[src/rtl/seg_scan_decoder.sv]
// seg_scan_decoder
// ----------------
// Receive-side monitor for a multiplexed, active-low seven-segment display.
// It samples the segment and anode bus and waits for the bus to hold still.
// It then reconstructs the hex value shown on each digit.
//
// Ports
//   clk          system clock
//   rst          synchronous, active-high reset
//   seg_n[6:0]   active-low segments, bit6..bit0 = g,f,e,d,c,b,a
//   an_n[N-1:0]  active-low digit enables, bit i = digit i
//   digit_val    decoded nibble per digit, digit i in bits [4i+3:4i]
//   digit_valid  digit holds a captured legal glyph
//   digit_blank  last capture on the digit was all-off (7'h7F)
//   digit_err    sticky: an illegal pattern was captured on the digit
//   upd          one-cycle pulse per capture
//   upd_idx      digit index of the current capture (0 when upd = 0)
//
// Optional feature
//   SEGDEC_TIMEOUT_EN
//     When this macro is defined, each digit gets a refresh watchdog.
//     Once TIMEOUT_CYCLES cycles pass without a capture, the watchdog clears
//     digit_valid and digit_blank for that digit.
//
// Pipeline
//   Edge k     {an_n, seg_n} is registered and the stability counter restarts.
//   Edge k+S-1 the counter reaches STABLE_CYCLES-1 and a capture request is
//              registered.
//   Edge k+S   the per-digit state and upd/upd_idx update.
//   The outputs are driven from registers only.

module seg_scan_decoder #(
  parameter int NUM_DIGITS     = 4,
  parameter int STABLE_CYCLES  = 4,
  parameter int TIMEOUT_CYCLES = 1000000
) (
  input  logic                    clk,
  input  logic                    rst,
  input  logic [6:0]              seg_n,
  input  logic [NUM_DIGITS-1:0]   an_n,
  output logic [4*NUM_DIGITS-1:0] digit_val,
  output logic [NUM_DIGITS-1:0]   digit_valid,
  output logic [NUM_DIGITS-1:0]   digit_blank,
  output logic [NUM_DIGITS-1:0]   digit_err,
  output logic                    upd,
  output logic [2:0]              upd_idx
);

  localparam int SW = NUM_DIGITS + 7;
  localparam logic [7:0] CNT_LAST = 8'(STABLE_CYCLES - 1);
  localparam logic [7:0] CNT_FIRE = 8'(STABLE_CYCLES - 2);
  localparam logic [6:0] SEG_BLANK = 7'h7F;

  // Glyph decoder.
  // The result is {legal, nibble}.
  // The all-off pattern is handled separately by the caller.
  function automatic logic [4:0] decode_glyph(input logic [6:0] seg);
    logic [4:0] res;
    res = 5'b0_0000;
    case (seg)
      7'h40: res = {1'b1, 4'h0};
      7'h79: res = {1'b1, 4'h1};
      7'h24: res = {1'b1, 4'h2};
      7'h30: res = {1'b1, 4'h3};
      7'h19: res = {1'b1, 4'h4};
      7'h12: res = {1'b1, 4'h5};
      7'h02: res = {1'b1, 4'h6};
      7'h78: res = {1'b1, 4'h7};
      7'h00: res = {1'b1, 4'h8};
      7'h10: res = {1'b1, 4'h9};
      7'h08: res = {1'b1, 4'hA};
      7'h03: res = {1'b1, 4'hB};
      7'h46: res = {1'b1, 4'hC};
      7'h21: res = {1'b1, 4'hD};
      7'h06: res = {1'b1, 4'hE};
      7'h0E: res = {1'b1, 4'hF};
      default: res = 5'b0_0000;
    endcase
    return res;
  endfunction

  // ---------------------------------------------------------------------------
  // Input stage and stability counter
  // ---------------------------------------------------------------------------
  logic [SW-1:0] sample_reg;
  logic [SW-1:0] sample_next;
  logic [7:0]    cnt_reg;
  logic          match;

  assign sample_next = {an_n, seg_n};
  assign match       = (sample_next == sample_reg);

  // Anode qualification.
  // Count the active (low) enables and remember which digit is selected.
  // A capture is allowed only when exactly one digit is selected.
  logic [3:0] an_low_cnt;
  logic [2:0] an_idx;
  logic       an_onehot;

  always_comb begin
    an_low_cnt = 4'd0;
    an_idx     = 3'd0;
    for (int i = 0; i < NUM_DIGITS; i++) begin
      if (!an_n[i]) begin
        an_low_cnt = an_low_cnt + 4'd1;
        an_idx     = 3'(i);
      end
    end
    an_onehot = (an_low_cnt == 4'd1);
  end

  // The counter lands on CNT_LAST exactly once per stable window.
  // After that it saturates, so a held pattern cannot fire again.
  // A blanking gap or ghosting pattern still advances the counter.
  // It only blocks the capture request.
  logic       fire_next;
  logic       fire_reg;
  logic [2:0] fire_idx_reg;
  logic [6:0] fire_seg_reg;

  assign fire_next = match && (cnt_reg == CNT_FIRE) && an_onehot;

  always_ff @(posedge clk) begin
    if (rst) begin
      sample_reg   <= '1;
      cnt_reg      <= 8'd0;
      fire_reg     <= 1'b0;
      fire_idx_reg <= 3'd0;
      fire_seg_reg <= SEG_BLANK;
    end else begin
      sample_reg <= sample_next;
      if (!match) begin
        cnt_reg <= 8'd0;
      end else if (cnt_reg != CNT_LAST) begin
        cnt_reg <= cnt_reg + 8'd1;
      end
      fire_reg     <= fire_next;
      fire_idx_reg <= an_idx;
      fire_seg_reg <= seg_n;
    end
  end

  // ---------------------------------------------------------------------------
  // Capture stage
  // ---------------------------------------------------------------------------
  logic [4:0] dec;
  logic       cap_blank;
  logic       cap_legal;

  assign dec       = decode_glyph(fire_seg_reg);
  assign cap_blank = (fire_seg_reg == SEG_BLANK);
  assign cap_legal = dec[4];

  always_ff @(posedge clk) begin
    if (rst) begin
      upd     <= 1'b0;
      upd_idx <= 3'd0;
    end else begin
      upd     <= fire_reg;
      upd_idx <= fire_reg ? fire_idx_reg : 3'd0;
    end
  end

  genvar gi;
  generate
    for (gi = 0; gi < NUM_DIGITS; gi++) begin : g_digit
      logic [3:0] val_reg;
      logic       valid_reg;
      logic       blank_reg;
      logic       err_reg;
      logic       cap_here;

      assign cap_here = fire_reg && (fire_idx_reg == 3'(gi));

`ifdef SEGDEC_TIMEOUT_EN
      localparam int TW = $clog2(TIMEOUT_CYCLES + 1);
      localparam logic [TW-1:0] AGE_MAX = TW'(TIMEOUT_CYCLES);
      logic [TW-1:0] age_reg;
`endif

      always_ff @(posedge clk) begin
        if (rst) begin
          val_reg   <= 4'd0;
          valid_reg <= 1'b0;
          blank_reg <= 1'b0;
          err_reg   <= 1'b0;
`ifdef SEGDEC_TIMEOUT_EN
          age_reg   <= '0;
`endif
        end else if (cap_here) begin
`ifdef SEGDEC_TIMEOUT_EN
          age_reg <= '0;
`endif
          if (cap_blank) begin
            // Blank capture: the last shown value stays readable.
            valid_reg <= 1'b0;
            blank_reg <= 1'b1;
          end else if (cap_legal) begin
            val_reg   <= dec[3:0];
            valid_reg <= 1'b1;
            blank_reg <= 1'b0;
          end else begin
            // Illegal glyph: the value holds and the error latches.
            // blank tracks only the most recent capture, so it clears here.
            valid_reg <= 1'b0;
            blank_reg <= 1'b0;
            err_reg   <= 1'b1;
          end
        end else begin
`ifdef SEGDEC_TIMEOUT_EN
          // Refresh watchdog.
          // The counter saturates at AGE_MAX.
          // valid and blank clear on the edge the counter reaches it.
          if (age_reg != AGE_MAX) begin
            age_reg <= age_reg + 1'b1;
          end
          if (age_reg == AGE_MAX - 1'b1) begin
            valid_reg <= 1'b0;
            blank_reg <= 1'b0;
          end
`endif
        end
      end

      assign digit_val[4*gi +: 4] = val_reg;
      assign digit_valid[gi]      = valid_reg;
      assign digit_blank[gi]      = blank_reg;
      assign digit_err[gi]        = err_reg;
    end
  endgenerate

endmodule

[config.mk]
export PLATFORM = sky130hd
export DESIGN_NAME = seg_scan_decoder
export DESIGN_NICKNAME = d
export VERILOG_FILES = /design/src/rtl/seg_scan_decoder.sv
export SDC_FILE = /design/constraint.sdc
export NUM_CORES = 1
export LEC_CHECK = 0
export ABC_AREA = 1
export BUFFER_PORTS_ARGS = -buffer_cell sky130_fd_sc_hd__buf_2
export CORE_MARGIN = 2
export CORE_UTILIZATION = 29
export CTS_BUF_LIST = sky130_fd_sc_hd__clkbuf_2 sky130_fd_sc_hd__clkbuf_4 sky130_fd_sc_hd__clkbuf_8
export CTS_CLUSTER_SIZE = 12
export DETAILED_ROUTE_END_ITERATION = 6
export GPL_ROUTABILITY_DRIVEN = 1
export GPL_TIMING_DRIVEN = 1
export HOLD_SLACK_MARGIN = 0.08
export PLACE_DENSITY_LB_ADDON = 0.2
export SLEW_MARGIN = 20
export SYNTH_ARGS = -nofsm -noshare
export SYNTH_HDL_FRONTEND = slang
export SYNTH_SLANG_ARGS = --single-unit
[constraint.sdc]
create_clock -name clk -period 1.65 [get_ports clk]
set_input_delay 0.33 -clock clk [delete_from_list [all_inputs] [get_ports clk]]
set_output_delay 0.33 -clock clk [all_outputs]
set_load 0.01 [all_outputs]
==> results.md <==
* Row count at 34
* Vias in the first global route at around 2200
* Synth Area in Adders at 2.430%
* Die ar. at slightly below 10000 um2
* Crit path launch type: flip-flop
* WL final at between 5000 and 6000 um
* Xor/xnor share of the synthesized area at roughly 3.7%
* Antenna violations before repair at 0
* Flop2flop setup slack at ~0.13 ns
* Inserted Clock Buffers at 5
* Drt wl/cell at 11.31 um
* Dpl cells at about 500
* Met1 Use GR at around 17%
* Worst endpoint required time at approximately 1.9 ns
* Top_reg_cell synth: dfxtp_1
* Synth Area in Compound Gates at approximately 8%
* Num Clock Sinks at between 50 and 60
* GRT Residual Overflow at 0
* NumNets Final at approximately 430
* CTS Buffer Depth at 2
* Hold wc startpoint: seg_n[1]
* Share of power burned in registers at roughly three fifths
* Die width at roughly 98 um
* Critical path, cell by cell: nand2_1, nor2_2, buf_4, nand4_1, inv_2, nor2_2, inv_2, or2_2, a21oi_1
* WP data arrival at ~1.8 ns
* Core ar. at 8678 um2
* Slew Limit Fails at 0
* Synth Area per Inst at around 7.1 um2
* 1st-iter DRT viols at 54
* Grt peak-use layer: met2
* CTS clock-pin slew for the worst setup and hold paths at 0.09 ns
* Via count at around 2200
* IO Port Bufs at 43
* Int Power at between 0.0015 and 0.002 W
* Final core occ at 36.33%
* Run status: finished, final reports clean
* Fin Setup TNS at 0 ns
* Simple-gate share of the synthesized area at 32.46%
* Vias per cell at 4.323
* Asr flop ratio synth at 0%
* Cell area after layout at about 3200 um2
* CP Capture Type: flip-flop
* Clock share of power at 33.2%
* Critical path class: flip-flop to flip-flop
* Cts hold-fix bufs at 0
* Placed instance area at ~3000 um2
* Post-route insts no fill at between 500 and 600
* Net Sw Frac at around 25%
* Commonest non-fill, non-tap cell in the layout: nand2_1
* Synthesis Warnings at 0
* CP startpoint: sample_reg[5]
* CP max stage cell: dfxtp_2
* Most frequent cells in the layout: 82 x nand2_1, 47 x dfxtp_1, 43 x buf_2
* Hold Path Class: primary input to flip-flop
* Largest stage delay, worst path at approximately 0.35 ns
* Setup Skew at between 0.008 and 0.009 ns
* CTS tree: built
* Post-DP HPWL at 4530 um
* Period utilisation layout at between 90% and 100%
* Post-Syn Area at roughly 2600 um2
* Leakage at 1.523 nW
* Final GP Congestion at 0.8243
* Area growth syn-to-layout at 22.45%
* R2R Path End: g_digit[2].val_reg[1]
* Part of the Yosys area used for sequential elements at between 40% and 50%
* Met2 Use GR at slightly below 20%
* Final setup violation count at 0
* # DRC at 0
* Share of total power in combinational logic at under 10%
* Fmax at 0.6591 GHz
* M3 GR Usage at around 2.7%
* Worst-Skew Late Latency at around 0.3 ns
* Largest family of logic cells by synthesized area: simple AND/OR/NAND/NOR gates
* NetSw at between 0.0005 and 0.0006 W
* Syn nets at about 380
* Mux cell area share after synthesis at 0%
* Post-synth EDFFs at 0
* Fillcell total at about 970
* Mapped Cells at 361
* Peak VDD IR at between 0.0003 and 0.0004 V
* Pwr Density at between 700 and 800 nW/um2
* Antenna cells at 0
* Max reg flops at 16
* Minimum clock period at around 1.5 ns
* Max_cap viols at 0
* Crit Path Max Fanout at 4
* Global Route Usage Sum at around 13%
* Drt pass-1 iters at 4
* Largest net degree at the start of global routing at 26
* Reg2reg start: sample_reg[5]
* Post-route ant nets at 0
* Chip height at ~98 um
* Root buf cell: clkbuf_8
* Max H-tree Level at 2
* Hold EP: sample_reg[1]
* R2r worst-path depth at 9
* Final Hold Violating Endpoints at 0
* Synth Register Bits at 53
* Share of layout cells above drive strength 1 at 31.07%
* Yosys cell types at 32
* Ports at 45
* Final hold slack at 0.2283 ns
* Hold path depth at 3
* First-pass GRT wire length at 9880 um
* Starting Density at 29.67%
==> per-stage QoR <==
| stage | power, W | worst slack (ns) |
|---|---|---|
| global placement | 0.001522 | -0.006941 |
| global route | 0.002370 | -0.003024 |
| CTS | 0.002288 | 0.03610 |
| detailed placement | 0.001524 | -0.05919 |
| floorplan | 0.001455 | 0.1184 |
| finish | 0.002256 | 0.1327 |
==> critical path, delay by kind of cell (launching register included) <==
family | cells | cell delay [ns]
DFF | 1 | 0.35
and+or+nand+nor | 5 | 0.71
buffers and inverters | 3 | 0.27
AOI/OAI and AO/OA | 1 | 0.13
==> routing by layer <==
metal / up-vias / part of all wire (%)
li1: 1216 / -
met1: 976 / 51
met2: 48 / 43
met3: 8 / 4.4
met4: 0 / 1.9
met5: - / 0
==> cell families after synthesis <==
group	after synthesis
xor gates and xnor gates	11
DFF	53
AOI/OAI and AO/OA	40
buffers and inverters	69
and+or+nand+nor	182
adders and majority gates	5
other	1
==> worst max-delay path by stage <==
stage	depth (start not counted)	slack [ns]	end
global placement	8	-0.007	fire_reg
finish	9	0.13	g_digit[2].val_reg[1]
detailed placement	8	-0.06	fire_reg
global route	9	-0.003	g_digit[2].val_reg[1]
floorplan	7	0.12	fire_reg
CTS	10	0.04	g_digit[1].err_reg
==> cell usage after synthesis (6+ instances only) <==
master   number  area (um2)
xor2_1        6       52.55
inv_2        13       48.80
nand2_2       7       43.79
dfxtp_1      53        1061
nand2_1      90       337.8
nor2_1       42       157.7
buf_4        13       97.59
o21ai_0      10       50.05
nand4_1       9       56.30
nand3_1      15       75.07
inv_1        37       138.9
a21oi_1      27       135.1
==> cell type report <==
| type | instances | area, um2 | area share (%) |
|---|---|---|---|
| Multi-Input combinational cell | 239 | 1304 | 41.35 |
| Sequential cell | 53 | 1081 | 34.29 |
| Timing Repair Buffer | 61 | 350.3 | 11.11 |
| Inverter | 51 | 191.4 | 6.071 |
| Tap cell | 108 | 135.1 | 4.286 |
| Clock buffer | 7 | 83.83 | 2.659 |
| Clock inverter | 1 | 7.507 | 0.2381 |
==> what timing repair did <==
item / 4_1_cts / 5_1_grt
setup endpoints to repair: 0 / 30
resized for setup: 0 / 40
buffers inserted: 0 / 2
==> power by group through the flow <==
| stage | registers (W) | clock network (W) | logic [W] |
|---|---|---|---|
| after floorplan | 0.00134 | 0 | 0.000114 |
| after global placement | 0.00135 | 0 | 0.000176 |
| after detailed placement | 0.00135 | 0 | 0.000178 |
| after CTS | 0.00132 | 0.000793 | 0.000178 |
| after global routing | 0.00132 | 0.000835 | 0.000215 |
| final | 0.00132 | 0.000750 | 0.000190 |
No activity file was read; power rests on OpenSTA's default activity.
